[src/rtl/cache_pkg.sv]
// Shared types and constants for the cache miss fill handler.
package cache_pkg;

    localparam int unsigned BLOCK_WORDS = 8;
    localparam int unsigned DATA_W      = 16;
    // Byte-offset bits within a block (16-bit words, so two bytes per word).
    localparam int unsigned OFFSET_MASK = 2 * BLOCK_WORDS - 1;

    localparam logic FILL_SEL_I = 1'b0;
    localparam logic FILL_SEL_D = 1'b1;

    typedef enum logic {
        IDLE = 1'b0,
        FILL = 1'b1
    } state_t;

endpackage

[src/rtl/fill_counter.sv]
// Resettable up-counter with enable, synchronous clear and terminal-count flag.
module fill_counter #(
    parameter int unsigned WIDTH = 4,
    parameter int unsigned LIMIT = 8
) (
    input  logic             clk,
    input  logic             rst_n,
    input  logic             clr,
    input  logic             en,
    output logic [WIDTH-1:0] count,
    output logic             tc
);

    // Count register; clear wins over enable.
    always_ff @(posedge clk or negedge rst_n) begin
        if (!rst_n) begin
            count <= '0;
        end else if (clr) begin
            count <= '0;
        end else if (en) begin
            count <= count + WIDTH'(1);
        end
    end

    // Terminal count reached.
    always_comb begin
        tc = (count == WIDTH'(LIMIT));
    end

endmodule

[src/rtl/cache_fill_fsm.sv]
// Cache miss handler: arbitrates I/D misses (D first), streams one block
// from pipelined main memory into the selected cache, then writes the tag.
module cache_fill_fsm
    import cache_pkg::*;
#(
    parameter int unsigned ADDR_W = 16
) (
    input  logic                          clk,
    input  logic                          rst_n,
    input  logic                          i_miss,
    input  logic [ADDR_W-1:0]             i_miss_addr,
    input  logic                          d_miss,
    input  logic [ADDR_W-1:0]             d_miss_addr,
    output logic                          mem_rd_en,
    output logic [ADDR_W-1:0]             mem_addr,
    input  logic                          mem_data_valid,
    input  logic [DATA_W-1:0]             mem_data,
    output logic                          fill_sel,
    output logic                          fill_we,
    output logic [$clog2(BLOCK_WORDS)-1:0] fill_word,
    output logic [DATA_W-1:0]             fill_data,
    output logic                          tag_we,
    output logic                          i_done,
    output logic                          d_done,
    output logic                          busy
);

    localparam int unsigned IDX_W = $clog2(BLOCK_WORDS);
    localparam int unsigned CNT_W = IDX_W + 1;
    localparam logic [ADDR_W-1:0] BLOCK_MASK = ~ADDR_W'(OFFSET_MASK);

    state_t             state;
    state_t             state_nxt;
    logic [ADDR_W-1:0]  base;
    logic               sel;
    logic [CNT_W-1:0]   issue_cnt;
    logic [CNT_W-1:0]   recv_cnt;
    logic               issue_tc;
    logic               recv_tc;
    logic               filling;
    logic               issue_en;
    logic               recv_en;
    logic               last_word;

    // Issue/receive qualifiers derived from the registered state and counters.
    always_comb begin
        filling   = (state == FILL);
        issue_en  = filling && !issue_tc;
        recv_en   = filling && mem_data_valid && !recv_tc;
        last_word = recv_en && (recv_cnt == CNT_W'(BLOCK_WORDS - 1));
    end

    // Read-issue counter: one read per cycle until the block is requested.
    fill_counter #(
        .WIDTH (CNT_W),
        .LIMIT (BLOCK_WORDS)
    ) u_issue_cnt (
        .clk   (clk),
        .rst_n (rst_n),
        .clr   (last_word),
        .en    (issue_en),
        .count (issue_cnt),
        .tc    (issue_tc)
    );

    // Receive counter: tracks which word of the block is being written.
    fill_counter #(
        .WIDTH (CNT_W),
        .LIMIT (BLOCK_WORDS)
    ) u_recv_cnt (
        .clk   (clk),
        .rst_n (rst_n),
        .clr   (last_word),
        .en    (recv_en),
        .count (recv_cnt),
        .tc    (recv_tc)
    );

    // Next-state: leave IDLE on any miss, return once the last word lands.
    always_comb begin
        state_nxt = state;
        case (state)
            IDLE: begin
                if (d_miss || i_miss) begin
                    state_nxt = FILL;
                end
            end
            FILL: begin
                if (last_word) begin
                    state_nxt = IDLE;
                end
            end
            default: state_nxt = IDLE;
        endcase
    end

    // State, block base and target select; D wins arbitration in IDLE.
    always_ff @(posedge clk or negedge rst_n) begin
        if (!rst_n) begin
            state <= IDLE;
            base  <= '0;
            sel   <= FILL_SEL_I;
        end else begin
            state <= state_nxt;
            if (state == IDLE) begin
                if (d_miss) begin
                    base <= d_miss_addr & BLOCK_MASK;
                    sel  <= FILL_SEL_D;
                end else if (i_miss) begin
                    base <= i_miss_addr & BLOCK_MASK;
                    sel  <= FILL_SEL_I;
                end
            end
        end
    end

    // Output decode; data path outputs are zero when not writing.
    always_comb begin
        mem_rd_en = issue_en;
        mem_addr  = '0;
        if (issue_en) begin
            mem_addr = base + (ADDR_W'(issue_cnt) << 1);
        end
        fill_we   = recv_en;
        fill_word = '0;
        fill_data = '0;
        if (recv_en) begin
            fill_word = IDX_W'(recv_cnt);
            fill_data = mem_data;
        end
        tag_we   = last_word;
        d_done   = last_word && (sel == FILL_SEL_D);
        i_done   = last_word && (sel == FILL_SEL_I);
        fill_sel = sel;
        busy     = filling || i_miss || d_miss;
    end

endmodule

[config.mk]
export PLATFORM = sky130hd
export DESIGN_NAME = cache_fill_fsm
export DESIGN_NICKNAME = d
export VERILOG_FILES = /design/src/rtl/cache_pkg.sv /design/src/rtl/fill_counter.sv /design/src/rtl/cache_fill_fsm.sv
export SDC_FILE = /design/constraint.sdc
export NUM_CORES = 1
export LEC_CHECK = 0
export BUFFER_PORTS_ARGS = -buffer_cell sky130_fd_sc_hd__buf_2
export CORE_ASPECT_RATIO = 1.5
export CORE_MARGIN = 10
export CORE_UTILIZATION = 30
export DETAILED_ROUTE_END_ITERATION = 10
export REMOVE_ABC_BUFFERS = 1
export SYNTH_ARGS = -nofsm -noshare
export SYNTH_HDL_FRONTEND = slang
export SYNTH_HIERARCHICAL = 1
export SYNTH_SLANG_ARGS = --single-unit
[constraint.sdc]
create_clock -name clk -period 2.4 [get_ports clk]
set_clock_uncertainty 0.15 [all_clocks]
set_input_delay 0.24 -clock clk [delete_from_list [all_inputs] [get_ports clk]]
set_output_delay 0.24 -clock clk [all_outputs]
set_load 0.03 [all_outputs]
==> flow_metrics.tcl, run 1 <==
set metrics [dict create \
    grt_use_total_pct 10.32 \
    syn_avg_cell_area_um2 8.682 \
    max_clock_freq_mhz 436.9 \
    fin_tns_setup_ns 0 \
    drc 0 \
    synth_top_area_share_pct 35.23 \
    intPower_w 0.001270 \
    grt_max_degree 26 \
    layout-drive-gt1-share_pct 39.33 \
    first_pass_iters 4 \
    pwr-share-comb_pct 60.8 \
    p_switching_w 0.001346 \
    max_cap_viol_count 0 \
    hold_viol 0 \
    cts_buffers 3 \
    syn_area_um2 1563 \
    critical_path_arrival_ns 1.90 \
    startpoint "u_issue_cnt/count[3]" \
    rr_worst_depth 9 \
    antenna_found_initial 0 \
    drt_iter0_drc 17 \
    yosys_warnings 6 \
    place.gp.congestion 0.7237 \
    cp-start-kind "flip-flop" \
    ant_nets 0 \
    max_slew_margin_pct 64.88 \
    die_width_um 78.93 \
    r2r_start "u_recv_cnt/count[0]" \
    critPathMaxFanout 8 \
    final_cell_area_um2 2163 \
    slew_violations 0 \
    hpwl_um 3700 \
    synth_seq_cells 22 \
    synth_area_leader_cell "dfrtp_1" \
    cts_tree "built" \
    fin_util_pct 42.54 \
    ys.flop_type "dfrtp_1" \
    p_clk_share_pct 8.5 \
    cp_slowest_cell "or4_1" \
    required_ns 2.01 \
    path_class "reg2out" \
    status "completed" \
    vdd_ir_drop_max_mv 0.3555 \
    clock_path_buffers 2 \
    synth_area_leaders "dfrtp_1 35%, and2_1 10%, mux2i_1 9.0%" \
    min_period_over_period_pct 95.36 \
    tightest_slew_ns 0.5268 \
    async_flop_share_pct 100.0 \
    p_per_area_nw_per_um2 1209 \
    path_cells "ha_2 > nand4_4 > or4_1 > a21oi_1 > clkbuf_4" \
    vias 1530 \
    die_y_um 108.4 \
    p_leak_nw 1.132 \
    num_io_pins 95 \
    worstSetupEndpoint "mem_addr[15]" \
    grt_first_pass_wirelength_um 7369 \
    cp-end-kind "primary output" \
    hold_class "in2reg" \
    synth_seq_area_share_pct 35.23 \
    place_ws_ns 0.3070 \
    synthTopCellsByCount "25 x and2_1, 22 x dfrtp_1, 17 x nand2_1" \
    r2r_slack_ns 0.45 \
    setup-violations-final 0 \
    p_seq_share_pct 30.7 \
    grt_pass1_vias 1692 \
    cts_htree_levels 1 \
    synth_cells 180 \
    diodes 0 \
    core_area_um2 5085 \
    regToRegEndpoint "u_issue_cnt/count[3]" \
    postPlaceCellArea_um2 2076 \
    ys_types 34 \
    clk-insertion-delay-late_ns 0.25 \
    synth_edf_count 0 \
    avgViaCountPerCell 4.567 \
    grt_overflow_total 0 \
    cts-root-buf "clkbuf_8" \
    fin_nets 328 \
    routedWlPerCell_um 13.48 \
    p_sw_share_pct 51.45 \
    total_power_w 0.002615 \
    portBuffers 85 \
    cts.sinks 22 \
    clkTransAtPathRegs_ns 0.07 \
    rows 32 \
    slowest_delay_ns 0.49 \
    initial_utilization_pct 30.73 \
    rsz0062_at_grt "no" \
    routed_wl_um 4516 \
    synth.most_common_cell "and2_1" \
    area_growth_pct 38.43 \
    setup_slack_ns 0.1114 \
    die_area_um2 8556 \
    timing.final.crit_period_ns 2.289 \
]
-- state kept, by name (all words and copies together), names as in the netlist --
name,count
fill_sel,1
filling,1
u_issue_cnt/count,4
base,12
u_recv_cnt/count,4
-- critical path: cells and delay by family (launching register included) --
family                     cells  cell delay [ns]
adders and majority gates      1             0.25
buffers and inverters          1             0.20
DFF                            1             0.39
AOI/OAI and AO/OA              1             0.15
and+or+nand+nor                2             0.65
-- layout make-up --
cell class,instances,area [um^2]
fillers,539,2922
multi-input cells,141,965.9
flip-flops and latches,22,551.8
repair buffers,92,485.5
well taps,68,85.08
clock buffers,3,41.29
inverters,9,33.78
-- logic make-up after synthesis --
family | after synthesis | synth area share (%)
AO/OA/AOI/OAI | 33 | 12.33
XOR/XNOR | 6 | 3.363
adder cells (fa/ha/maj) | 6 | 4.804
buffers and inverters | 17 | 4.403
flip-flops | 22 | 35.23
multiplexers | 16 | 10.89
other | 1 | 0.2400
AND/OR/NAND/NOR | 79 | 28.74
-- repair_timing --
| item | in CTS | in global routing |
|---|---|---|
| endpoints found under the hold margin | 22 | 0 |
| gates resized for setup | 1 | 7 |
| setup endpoints to repair | 1 | 25 |
| hold buffers | 1 | 0 |
| buffers inserted | 0 | 1 |
-- through the flow --
stage	instances	hold slack [ns]
finish	335	0.1025
global route	335	0.1087
CTS	334	0.09560
detailed placement	330	0.1013
global placement	330	0.09462
floorplan	172	-0.2056
-- per-layer routing --
metal	vias to the layer above	wire length [um]	GRT usage, %
met5	-	0	0
met1	675	1737	9.893
met2	63	2207	18.69
met3	2	562	5.897
met4	0	8	2.314
li1	790	-	-
-- placed cells by master (no fill, tap or decap), types with 2 or more instances in the layout --
cell,instances
clkbuf_8,3
buf_2,83
xnor2_1,4
and2_1,25
o21a_1,2
nand2_1,17
ha_1,4
nand4_4,2
and3b_1,2
dfrtp_1,21
a21bo_2,2
o31ai_1,4
nand4_1,3
xor2_1,2
nand3b_1,2
or3_1,3
o21ai_1,10
or4_1,4
mux2_4,2
ha_2,2
o21ai_0,6
nand3_1,2
nor2_1,11
mux2i_1,14
inv_1,8
nor2b_1,4
a21oi_1,8
buf_4,7
-- power by group through the flow --
stage | registers, W | logic, W | clock network (W)
global placement | 0.000787 | 0.00155 | 0
CTS | 0.000793 | 0.00158 | 0.000239
finish | 0.000802 | 0.00159 | 0.000222
floorplan | 0.000746 | 0.00113 | 0
detailed placement | 0.000798 | 0.00158 | 0
global route | 0.000844 | 0.00176 | 0.000250
-- how the worst min path moves through the flow --
stage | start | endpoint | slack [ns] | depth (start not counted)
finish | d_miss_addr[13] | base[13] | 0.10 | 3
global route | i_miss_addr[13] | base[13] | 0.11 | 3
CTS | d_miss_addr[13] | base[13] | 0.1 | 3
detailed placement | rst_n | base[13] | 0.10 | 1
global placement | rst_n | base[13] | 0.09 | 1
floorplan | rst_n | base[10] | -0.21 | 0
Note: power is estimated with default switching activity, not from simulation.
==> inputs of run 2 (changes only) <==
--- a/config.mk
+++ b/config.mk
@@ -5,7 +5,7 @@
 export SDC_FILE = /design/constraint.sdc
 export NUM_CORES = 1
 export LEC_CHECK = 0
-export BUFFER_PORTS_ARGS = -buffer_cell sky130_fd_sc_hd__buf_2
+export BUFFER_PORTS_ARGS = -buffer_cell sky130_fd_sc_hd__buf_4
 export CORE_ASPECT_RATIO = 1.5
 export CORE_MARGIN = 10
 export CORE_UTILIZATION = 30
==> constraint.sdc (replaced) <==
create_clock -name clk -period 3 [get_ports clk]
set_clock_uncertainty 0.15 [all_clocks]
set_input_delay 0.3 -clock clk [delete_from_list [all_inputs] [get_ports clk]]
set_output_delay 0.3 -clock clk [all_outputs]
set_load 0.005 [all_outputs]
==> flow_metrics.tcl, run 2 (synthesis results as in run 1) <==
set metrics [dict create \
    setup-violations-final 0 \
    clkTransAtPathRegs_ns 0.07 \
    portBuffers 85 \
    grt_use_total_pct 10.49 \
    die_width_um 78.93 \
    tightest_slew_ns 0.5127 \
    vias 1522 \
    hold_class "in2reg" \
    cts_tree "built" \
    final_cell_mix "87 x buf_4, 25 x and2_1, 22 x dfrtp_1, 17 x nand2_1, 14 x mux2i_1" \
    met1Wirelength_um 1757 \
    grt_max_degree 26 \
    avgViaCountPerCell 4.598 \
    cts.sinks 22 \
    min_path_cells 3 \
    rows 32 \
    clock_path_buffers 2 \
    routed.top_layer "met4" \
    clk-insertion-delay-late_ns 0.26 \
    core_area_um2 5085 \
    cts_buffers 3 \
    critPathMaxFanout 14 \
    cts_htree_levels 1 \
    max_slew_margin_pct 65.82 \
    die_area_um2 8556 \
    drt_iter0_drc 44 \
    r2r_start "u_recv_cnt/count[0]" \
    p_leak_nw 1.180 \
    status "completed" \
    diodes 0 \
    dr_wl_met3_um 619 \
    final_common_cell "buf_4" \
    first_pass_iters 4 \
    max_cap_viol_count 0 \
    slew_violations 0 \
    antenna_found_initial 0 \
    rr_worst_depth 8 \
    p_per_area_nw_per_um2 760.9 \
    drc 0 \
    max_clock_freq_mhz 398.8 \
    r2r_slack_ns 0.87 \
    cp-start-kind "flip-flop" \
    postCtsSetupBuffers 0 \
    area_growth_pct 48.28 \
    largest_reg_flops 12 \
    cts-root-buf "clkbuf_8" \
    hold_viol 0 \
    hpwl_um 3716 \
    place.gp.congestion 0.6879 \
    grt_first_pass_wirelength_um 7431 \
    grt_overflow_total 0 \
    vdd_ir_drop_max_mv 0.1891 \
    layout-drive-gt1-share_pct 37.26 \
    timing.final.crit_period_ns 2.507 \
    initial_utilization_pct 30.73 \
    routed_wl_um 4481 \
    fin_tns_setup_ns 0 \
    worstSetupEndpoint "i_done" \
    regToRegEndpoint "u_recv_cnt/count[3]" \
    critical_path_arrival_ns 2.06 \
    ant_nets 0 \
    largestRegisters "base x12, u_issue_cnt/count x4, u_recv_cnt/count x4" \
    startpoint "u_recv_cnt/count[0]" \
    fin_nets 324 \
    required_ns 2.55 \
    cp-end-kind "primary output" \
    min_period_over_period_pct 83.58 \
    path_class "reg2out" \
    largest-register "base" \
    fin_util_pct 45.57 \
    num_io_pins 95 \
    dr_wl_met2_um 2079 \
    rsz0062_at_grt "no" \
    grt_pass1_vias 1598 \
    routedWlPerCell_um 13.54 \
    die_y_um 108.4 \
]
[run 2: cell count changes in the layout (fill, tap and decap cells not counted), sizes merged]
cell,change
buf,-3
clkbuf,-1
[run 2: worst min path at each step]
stage / start / to / slack, ns
final: i_miss_addr[13] / base[13] / 0.16
after global routing: i_miss_addr[9] / base[9] / 0.17
after CTS: i_miss_addr[13] / base[13] / 0.16
after detailed placement: rst_n / base[13] / 0.06
after global placement: rst_n / base[15] / 0.06
after floorplan: rst_n / base[10] / -0.15
[run 2: routing by layer]
metal | track usage [%] | vias up
met1 | 11.21 | 671
met4 | 2.699 | 0
li1 | - | 782
met3 | 6.395 | 4
met5 | 0 | -
met2 | 17.16 | 65
[run 2: final cells by class]
cell class              instances  area, um^2
multi-input cells             141       943.4
well taps                      68       85.08
inverters                       9       33.78
clock buffers                   3       41.29
fillers                       515        2768
flip-flops and latches         22       550.5
repair buffers                 88       663.1
[run 2: power breakdown]
| group | internal, W | switching [W] |
|---|---|---|
| Sequential | 0.000440 | 0.000183 |
| Clock | 0.0000895 | 0.0000906 |
| Combinational | 0.000560 | 0.000400 |
| Total | 0.00109 | 0.000673 |
[run 2: critical path: stages, from the launching register on]
cell and delay, ns:
dfrtp_1 0.44, inv_1 0.07, ha_1 0.19, nand2_1 0.06, nor2_1 0.03, and3b_1 0.21, and3_1 0.48, nor2b_1 0.19
buf_4 0.12
[run 2: what timing repair did]
item	4_1_cts	5_1_grt
hold buffers	1	0
gates resized for setup	0	0
hold endpoints to repair	22	0
[run 2: per-stage QoR]
| step | cells | setup slack, ns | cell area [um^2] | hold slack [ns] | power, W |
|---|---|---|---|---|---|
| 4_1_cts | 331 | 0.4344 | 2317 | 0.1587 | 0.001809 |
| 3_5_place_dp | 327 | 0.7287 | 2266 | 0.06350 | 0.001622 |
| 3_3_place_gp | 327 | 0.7690 | 2266 | 0.05994 | 0.001600 |
| 6_report | 331 | 0.4925 | 2317 | 0.1619 | 0.001763 |
| 2_1_floorplan | 172 | 0.6444 | 1528 | -0.1456 | 0.001119 |
| 5_1_grt | 331 | 0.2909 | 2317 | 0.1673 | 0.001964 |
==> inputs of run 3 (changes only) <==
==> constraint.sdc (replaced) <==
create_clock -name clk -period 2.4 [get_ports clk]
set_clock_uncertainty 0.15 [all_clocks]
set_input_delay 0.24 -clock clk [delete_from_list [all_inputs] [get_ports clk]]
set_output_delay 0.24 -clock clk [all_outputs]
set_load 0.005 [all_outputs]
==> flow_metrics.tcl, run 3 (synthesis results as in run 1) <==
set metrics [dict create \
    cts-root-buf "clkbuf_8" \
    die_width_um 78.93 \
    path_class "reg2out" \
    clock_path_buffers 2 \
    hold_class "in2reg" \
    die_area_um2 8556 \
    path_cells "ha_1 > nand4_4 > or4_1 > a21oi_1 > buf_4" \
    grt_overflow_total 0 \
    core_area_um2 5085 \
    largest_reg_flops 12 \
    fin_nets 328 \
    timing.final.crit_period_ns 2.241 \
    critPathMaxFanout 7 \
    cts_buffers 3 \
    die_y_um 108.4 \
    cp-start-kind "flip-flop" \
    area_growth_pct 52.36 \
    p_leak_nw 1.199 \
    clkTransAtPathRegs_ns 0.08 \
    slowest_delay_ns 0.49 \
    final_cell_mix "91 x buf_4, 25 x and2_1, 22 x dfrtp_1, 17 x nand2_1, 14 x mux2i_1" \
    place_ws_ns 0.3740 \
    grt_first_pass_wirelength_um 7472 \
    critPathTopFamily "simple AND/OR/NAND/NOR gates" \
    drc 0 \
    cts_htree_levels 1 \
    hpwl_um 3790 \
    place.gp.congestion 0.6771 \
    vias 1546 \
    largest-register "base" \
    num_io_pins 95 \
    routed_wl_um 4560 \
    status "completed" \
    grt_max_degree 26 \
    rows 32 \
    cp_num_buf_inv 1 \
    hold_path.startpoint "i_miss_addr[10]" \
    required_ns 2.01 \
    total_power_w 0.002300 \
    portBuffers 85 \
    rsz0062_at_grt "yes" \
    cp_slowest_cell "or4_1" \
    max_clock_freq_mhz 446.2 \
    final_common_cell "buf_4" \
    startpoint "u_issue_cnt/count[3]" \
    r2r_start "u_recv_cnt/count[1]" \
    clk-insertion-delay-late_ns 0.26 \
    cts.sinks 22 \
    vdd_ir_drop_max_mv 0.2580 \
    routedWlPerCell_um 13.57 \
    grt_pass1_vias 1663 \
    antenna_found_initial 0 \
    cp-end-kind "primary output" \
    initial_utilization_pct 30.73 \
    cts_tree "built" \
    layout-drive-gt1-share_pct 38.81 \
    ant_nets 0 \
    largestRegisters "base x12, u_issue_cnt/count x4, u_recv_cnt/count x4" \
    critical_path_arrival_ns 1.85 \
    max_cap_viol_count 0 \
    fin_tns_setup_ns 0 \
    setup-violations-final 0 \
    setup_slack_ns 0.1589 \
    grt_use_total_pct 10.64 \
    min_period_over_period_pct 93.38 \
    p_per_area_nw_per_um2 966.2 \
    first_pass_iters 4 \
    drt_iter0_drc 48 \
    postCtsSetupBuffers 0 \
    diodes 0 \
    avgViaCountPerCell 4.601 \
    hold_viol 0 \
    slew_violations 0 \
]
## run 3: metrics by stage
step                      hold WS (ns)  cell area [um^2]  instances  util (%)
after global placement      -0.0004488              2296        331     45.15
after global routing            0.1187              2381        336     46.83
after detailed placement      0.005257              2296        331     45.15
after CTS                      0.08949              2361        336     46.43
after floorplan                -0.2056              1528        172         -
final                           0.1018              2381        336     46.83
## run 3: final timing paths
path	endpoint	slack [ns]	depth (start not counted)
max	mem_addr[14]	0.16	5
min	base[10]	0.10	3
max reg2reg	u_issue_cnt/count[3]	0.39	9
min reg2reg	base[4]	0.38	2
max in group asynchronous	base[9]	1.61	2
min in group asynchronous	base[15]	0.26	2
## run 3: worst register-to-register path: cells and delay by family (launching register included)
family,cells,cell delay (ns)
mux,1,0.26
buf+inv,2,0.25
simple gates,5,0.64
flops,1,0.43
fa+ha+maj,1,0.17
## run 3: repair_timing
action	in CTS	in global routing
hold buffers	1	0
hold endpoints to repair	22	0
resized for setup	0	3
endpoints found under the setup margin	0	2
## run 3: where the power goes
group | switching (W) | internal [W]
registers | 0.000238 | 0.000550
clock network | 0.000115 | 0.000146
logic | 0.000523 | 0.000729
## run 3: routing by layer
layer	global-route usage (%)	routed length (um)	up-vias
met5	0	0	-
met3	6.229	608	2
met4	2.314	14	0
li1	-	-	786
met1	10.67	1693	693
met2	18.63	2244	65
## run 3: area by class of cell
type	instances	area [um^2]
fillers	542	2704
inverters	9	33.78
flip-flops and latches	22	550.5
multi-input cells	141	963.4
repair buffers	92	693.2
clock buffers	4	55.05
well taps	68	85.08
